[src/rtl/serial_adder_ctrl.sv]
// Bit-serial adder: shifts two WIDTH-bit operands LSB-first through one
// Full_Adder cell, registering the carry between bits, with start/busy/done.

module Full_Adder (
  input  logic a,
  input  logic b,
  input  logic cin,
  output logic sum,
  output logic carry
);
  assign sum   = a ^ b ^ cin;
  assign carry = (a & b) | (cin & (a ^ b));
endmodule

module serial_adder_ctrl #(
  parameter int WIDTH = 8
) (
  input  logic             clk,
  input  logic             rst_n,
  input  logic             start,
  input  logic [WIDTH-1:0] a_in,
  input  logic [WIDTH-1:0] b_in,
  input  logic             cin,
  output logic             busy,
  output logic             done,
  output logic [WIDTH-1:0] sum_out,
  output logic             cout,
  output logic             overflow
);

  localparam int CNT_W = $clog2(WIDTH);
  localparam logic [CNT_W-1:0] CNT_LAST = CNT_W'(WIDTH - 1);

  typedef enum logic [1:0] {
    IDLE  = 2'd0,
    SHIFT = 2'd1,
    DONE  = 2'd2
  } state_t;

  state_t state_q, state_d;

  logic [WIDTH-1:0] a_sr, b_sr, res_sr;
  logic             carry_r;
  logic [CNT_W-1:0] cnt;
  logic             a_msb, b_msb;
  logic             fa_sum, fa_carry;
  logic [WIDTH-1:0] res_next;
  logic             last_bit;

  Full_Adder u_fa (
    .a     (a_sr[0]),
    .b     (b_sr[0]),
    .cin   (carry_r),
    .sum   (fa_sum),
    .carry (fa_carry)
  );

  // The final sum bit is folded in on the same edge that publishes the result.
  assign res_next = {fa_sum, res_sr[WIDTH-1:1]};
  assign last_bit = (cnt == CNT_LAST);

  always_ff @(posedge clk or negedge rst_n) begin
    if (!rst_n) state_q <= IDLE;
    else        state_q <= state_d;
  end

  always_comb begin
    state_d = state_q;
    case (state_q)
      IDLE:    if (start) state_d = SHIFT;
      SHIFT:   if (last_bit) state_d = DONE;
      DONE:    state_d = IDLE;
      default: state_d = IDLE;
    endcase
  end

  assign busy = (state_q != IDLE);
  assign done = (state_q == DONE);

  always_ff @(posedge clk or negedge rst_n) begin
    if (!rst_n) begin
      a_sr     <= '0;
      b_sr     <= '0;
      res_sr   <= '0;
      carry_r  <= 1'b0;
      cnt      <= '0;
      a_msb    <= 1'b0;
      b_msb    <= 1'b0;
      sum_out  <= '0;
      cout     <= 1'b0;
      overflow <= 1'b0;
    end else begin
      case (state_q)
        IDLE: begin
          if (start) begin
            a_sr    <= a_in;
            b_sr    <= b_in;
            carry_r <= cin;
            cnt     <= '0;
            a_msb   <= a_in[WIDTH-1];
            b_msb   <= b_in[WIDTH-1];
          end
        end
        SHIFT: begin
          a_sr    <= a_sr >> 1;
          b_sr    <= b_sr >> 1;
          res_sr  <= res_next;
          carry_r <= fa_carry;
          if (last_bit) begin
            sum_out  <= res_next;
            cout     <= fa_carry;
            overflow <= (a_msb == b_msb) && (fa_sum != a_msb);
          end else begin
            cnt <= cnt + 1'b1;
          end
        end
        default: ;
      endcase
    end
  end

endmodule

[config.mk]
export PLATFORM = sky130hd
export DESIGN_NAME = serial_adder_ctrl
export DESIGN_NICKNAME = d
export VERILOG_FILES = /design/src/rtl/serial_adder_ctrl.sv
export SDC_FILE = /design/constraint.sdc
export NUM_CORES = 1
export LEC_CHECK = 0
export ABC_AREA = 0
export BUFFER_PORTS_ARGS = -buffer_cell sky130_fd_sc_hd__buf_2
export CORE_UTILIZATION = 45
export CTS_CLUSTER_SIZE = 28
export DETAILED_ROUTE_END_ITERATION = 7
export HOLD_SLACK_MARGIN = 0.08
export PLACE_DENSITY = 0.69
export SLEW_MARGIN = 30
export SYNTH_ARGS = -nofsm -noshare
export SYNTH_HDL_FRONTEND = slang
export SYNTH_HIERARCHICAL = 1
export SYNTH_SLANG_ARGS = --single-unit
[constraint.sdc]
create_clock -name clk -period 1.4 [get_ports clk]
set_input_delay 0 -clock clk [delete_from_list [all_inputs] [get_ports clk]]
set_output_delay 0 -clock clk [all_outputs]
set_load 0.01 [all_outputs]
---- After elaboration in Yosys (flattened, before gate mapping) ----
Cells that the tools add are included.
cells by class
  multipliers ............................. 0
  $lt $le $gt $ge ......................... 0
  reduce and logical (&&, ||, !) cells .... 9
  bitwise logic cells ..................... 5
  eq/ne operators ......................... 8
  shift operators ......................... 0
  mux-type cells .......................... 12
  div/mod/pow operators ................... 0
  $add $sub $neg .......................... 1
operators by type and width
  cell                                                                    number
  8-bit case mux with 2 select lines                                      2
  8-bit two-way mux                                                       2
  2-bit AND reduction                                                     4
  3-bit two-way mux                                                       2
  2-bit != test (second input constant)                                   3
  3-bit case mux with 2 select lines                                      1
  2-bit two-way mux                                                       2
  2-bit case mux with 2 select lines                                      1
  2-bit nonzero test                                                      2
  3-bit by 1-bit adder with 3-bit output (second input constant)          1
  3-bit equality test (second input constant)                             1
  3-bit AND reduction                                                     1
  1-bit bitwise AND                                                       2
  2-bit by 1-bit equality test with 1-bit output (second input constant)  1
  2-bit equality test (second input constant)                             1
  2-bit zero test                                                         1
  1-bit case mux with 2 select lines                                      1
  1-bit XOR                                                               2
  1-bit equality test                                                     1
  1-bit logical AND                                                       1
  1-bit two-way mux                                                       1
  1-bit != test                                                           1
  1-bit OR                                                                1
word-level totals
  flip-flop bits (word level) ............. 42
  RAM bits ................................ 0
  memories kept ........................... 0
  output and inout bits ................... 12
  word-level logic and storage cells ...... 46
  bits in read-only memories .............. 0
  latch bits .............................. 0

---- Depth between registers and ports, before layout ----
  word-level depth ........................ 4
  depth in mapped cells ................... 6
  gate-level depth less buffers ........... 5

---- Cells and area by module ----
The synthesis kept the hierarchy.
modules (own cells, without submodules)
  module             times used  area an instance (um2)  cells an instance  seq. area each (um2)
  serial_adder_ctrl  1           1885.6                  159                1026.0
  Full_Adder         1           20.0                    1                  0.0

---- Worst setup path before layout ----
Ideal clock, no wire load.
  path kind ............................... register to register
  from .................................... register cnt[0]
  to ...................................... register cnt[0]
  arrival ................................. 1347 ps
  cell stages (with the launch flop) ...... 6
  path buffers ............................ 0
  clock period less this slack ............ 1472 ps
  library setup time ...................... 125 ps
  path slack .............................. -72 ps
  required time ........................... 1275 ps
  path through ............................ dfrtp_1 ha_1 ha_1 nand2b_1 a21o_1 mux2_2
on the way
  longest elaborated chain between the ends .. 3
  elaborated cells on any way between the ends .. 6
  classes of those cells .................. add/sub (1); eq/ne (2); mux (2); reduce/logical (1)
ends and longest elaborated chain
  what                                                                                  RTL line  source
  start: declaration                                                                    44        logic [CNT_W-1:0] cnt;
  start signal: assignment                                                              114       cnt <= cnt + 1'b1;
  3-bit by 1-bit adder with 3-bit output / 3-bit equality test (equally long branches)  114, 60
  3-bit two-way mux / 2-bit != test (equally long branches)                             -
  3-bit case mux with 2 select lines / 3-bit AND reduction (equally long branches)      -
Several ways; a longest one is shown, not always the timed one. The select of a mux whose other input is x is not followed.
A chain may end at the register's enable or synchronous reset.

---- Final worst setup path ----
  from .................................... register cnt[1]
  to ...................................... register cnt[0]
on the way
  longest elaborated chain between the ends .. 3
ends and longest elaborated chain
  what                           RTL line  source
  3-bit equality test            60        assign last_bit = (cnt == CNT_LAST);
  2-bit != test (no line)        -
  3-bit AND reduction (no line)  -
Every way passes these cells.

==> impl_metrics.py <==
metrics = {
    "synth": {
        "async_flop_share": 1.00,
        "yosysUniqueCellTypes": 27,
        "yosysTopAreaCell": "dfrtp_1",
        "ys_seq_area_frac": 0.538,
        "synth_top_area_frac": 0.538,
        "ys_top_cells_by_area": "dfrtp_1 54%, mux2_1 9.5%, a22oi_1 5.9%",
        "synth_edf_count": 0,
        "syn_area_um2": 1910,
        "synth.avg_cell_area_um2": 11.9,
        "synth_common_cells": "41 x dfrtp_1, 18 x a21oi_1, 18 x o21ai_1",
        "ys_ff_latch": 41,
        "yosysMostFrequentCell": "dfrtp_1",
        "yosysWarnings": 6,
        "synth_cells": 160,
        "synth_fp_nets": 183,
        "ys.flop_type": "dfrtp_1",
    },
    "critical_path": {
        "slowest_delay_ps": 390,
        "worstSetupStartpointType": "flip-flop",
        "r2r-start": "cnt[1]$_DFFE_PN0P_",
        "end_kind": "flip-flop",
        "cp.required_ps": 1590,
        "crit_chain": "ha_2 -> ha_4 -> nand2b_4 -> a21o_1 -> mux2_4",
        "rr_endpoint": "cnt[0]$_DFFE_PN0P_",
        "rrSetupSlack_ps": -60,
        "critical_path_class": "reg2reg",
        "cp.arrival_ps": 1640,
        "cp_slowest_cell": "dfrtp_1",
        "r2r_cells": 5,
        "critPathMaxFanout": 4,
    },
    "global_route": {
        "overflow": 0,
        "grt_pass1_vias": 1491,
        "grt_first_pass_wirelength_um": 6900,
        "grt_use_total": 0.214,
        "grt_antenna_before_repair": 0,
        "grt_max_degree": 42,
    },
    "clocking": {
        "cts_root_buffer": "clkbuf_8",
        "clockBufferDepth": 2,
        "cts_sinks": 41,
        "cts_buffers": 5,
        "path_clk_slew_ps": 80,
        "clock_latency_ps": 300,
        "htreeDepth": 2,
        "cts_tree": "yes",
    },
    "drt": {
        "post-route-drc-count": 0,
        "ant_nets": 0,
        "drtIter0Drc": 96,
        "wirelength_um": 4140,
        "num_vias": 1446,
        "firstDrtPassIters": 4,
        "wire_per_inst_um": 15.0,
        "viasPerCell": 5.26,
    },
    "pwr": {
        "p_leak_nw": 1.20,
        "power.internal_mw": 3.31,
        "clkPwrFrac": 0.151,
        "switching_power_mw": 1.77,
        "total_power_mw": 5.08,
        "combPwrFrac": 0.437,
        "sequentialPowerShare": 0.412,
        "ir_drop_v": 0.000823,
        "power_density_nw_per_um2": 2000,
        "switching_share": 0.349,
    },
    "outcome": {
        "status": "complete, but fails checks",
        "violations": "setup timing",
    },
    "sta": {
        "period_needed_ps": 1460,
        "slew-limit-headroom": 0.808,
        "setup_violations": 7,
        "worst_pin_slew_ps": 287,
        "fin_crit_sh": 1.04,
        "fin_hold_ws_ps": 110,
        "setup_ws_ps": -55.5,
        "hold_viol_final": 0,
        "rsz0062_at_grt": "true",
        "max_freq_ghz": 0.687,
        "drv_slew": 0,
        "skew_ps": 7.47,
    },
    "final_layout": {
        "finalNonFillerCells": 275,
        "drive_gt1_frac": 0.329,
        "multi_input_area_um2": 860,
        "syn2layout_area_growth_pct": 33.4,
        "nFillCells": 336,
        "seqCellArea_um2": 1030,
        "antenna_cells": 0,
        "nets": 247,
    },
    "min_path": {
        "min_to": "carry_r$_DFFE_PN0P_",
        "min_path_type": "in2reg",
        "worstHoldStart": "start",
        "min_path_cells": 4,
    },
    "floorplanning": {
        "io_pins": 32,
        "initial_core_util": 0.473,
        "dieArea_um2": 4500,
        "rows": 23,
        "dieWidth_um": 67.1,
        "core-area_um2": 4030,
        "die_y_um": 67.1,
    },
    "placement": {
        "place_hpwl_um": 2710,
        "numPlacedInstances": 243,
        "place.gp.congestion": 0.759,
        "port_buffers": 31,
        "place_ws_ps": -173,
    },
    "flow_run": {
        "cap_violations": 0,
    },
}
power by group through the flow:
stage                     Combinational (mW)  Clock, mW  Sequential [mW]
final                                   2.22      0.768             2.09
after global routing                    2.47      0.836             2.18
after CTS                               2.08      0.779             2.09
after detailed placement                1.91          0             2.11
after global placement                  1.78          0             2.06
after floorplan                         1.26          0             2.08
cell usage in the layout, fill, tap and decap left out:
master / synthesis / routed
and2b_1: 7 / 7
nand2b_4: 0 / 1
ha_4: 0 / 1
fa_1: 1 / 1
clkbuf_8: 0 / 5
a22o_1: 2 / 2
mux2_4: 2 / 8
buf_4: 3 / 15
nand3b_4: 1 / 1
ha_2: 0 / 1
buf_2: 4 / 31
and3b_1: 1 / 1
dlygate4sd3_1: 0 / 18
nor2b_2: 1 / 1
a21oi_1: 18 / 17
a22oi_1: 15 / 15
inv_2: 1 / 1
buf_12: 0 / 2
nand2_1: 3 / 3
clkinv_2: 0 / 2
a21o_1: 1 / 1
dfrtp_1: 41 / 41
clkinvlp_4: 0 / 1
o21ai_1: 18 / 18
inv_1: 1 / 1
nor2b_1: 12 / 12
buf_6: 1 / 1
nand2b_1: 2 / 1
nor2b_4: 2 / 2
mux2_1: 16 / 11
a21oi_2: 0 / 1
nor2_1: 1 / 1
or2_1: 1 / 1
sequential cells by signal (all words and copies together), names as in the netlist, 2 cells and up:
name     flops
b_sr         8
sum_out      8
a_sr         8
res_sr       7
cnt          3
state_q      2
per-stage QoR:
| step | utilization | cell area (µm²) | TNS, ps |
|---|---|---|---|
| floorplan | - | 1920 | -28.4 |
| global placement | 0.541 | 2180 | -79.2 |
| detailed placement | 0.541 | 2180 | -293 |
| CTS | 0.616 | 2480 | -292 |
| global route | 0.631 | 2540 | -740 |
| finish | 0.631 | 2540 | -230 |
per-layer routing:
layer / share of wire / vias up / track usage / wire length, µm
met5: 0 / - / 0 / 0
met1: 0.43 / 706 / 0.272 / 1780
met3: 0.045 / 8 / 0.0411 / 187
li1: - / 692 / - / -
met2: 0.51 / 40 / 0.350 / 2100
met4: 0.016 / 0 / 0.0957 / 68
how the worst max path moves through the flow:
| stage | slack (ps) | from | end |
|---|---|---|---|
| detailed placement | -170 | a_sr[0]$_DFFE_PN0P_ | overflow$_DFFE_PN0P_ |
| global route | -130 | b_sr[0]$_DFFE_PN0P_ | overflow$_DFFE_PN0P_ |
| CTS | -80 | cnt[1]$_DFFE_PN0P_ | cnt[0]$_DFFE_PN0P_ |
| floorplan | -20 | cnt[1]$_DFFE_PN0P_ | cnt[0]$_DFFE_PN0P_ |
| global placement | -40 | a_sr[0]$_DFFE_PN0P_ | overflow$_DFFE_PN0P_ |
| finish | -60 | cnt[1]$_DFFE_PN0P_ | cnt[0]$_DFFE_PN0P_ |
worst max-delay path, delay by kind of cell (launching register included):
| family | cells | cell delay [ps] |
|---|---|---|
| AOI/OAI and AO/OA | 1 | 190 |
| adders and majority gates | 2 | 370 |
| DFF | 1 | 390 |
| muxes | 1 | 260 |
| and+or+nand+nor | 1 | 130 |
cell families (layout without fill, tap and decap cells):
group | after synthesis | count (layout) | share of synthesized area
mux | 19 | 19 | 0.116
fa+ha+maj | 3 | 3 | 0.0236
buf+inv | 12 | 77 | 0.0361
simple gates | 31 | 31 | 0.119
compound gates | 54 | 54 | 0.167
flops | 41 | 41 | 0.538
cell type report:
cell class,count,share of cell area
clock buffers,5,0.0271
flip-flops and latches,41,0.404
well taps,50,0.0246
repair buffers,67,0.196
multi-input cells,107,0.338
clock inverters,3,0.00689
inverters,2,0.00295
timing repair:
| item | in CTS | in global routing |
|---|---|---|
| endpoints found under the hold margin | 60 | 0 |
| pin swaps | 2 | 1 |
| endpoints found under the setup margin | 11 | 31 |
| buffers inserted | 3 | 3 |
| hold buffers | 18 | 0 |
| resized for setup | 3 | 6 |
Note: power is estimated with default switching activity, not from simulation.
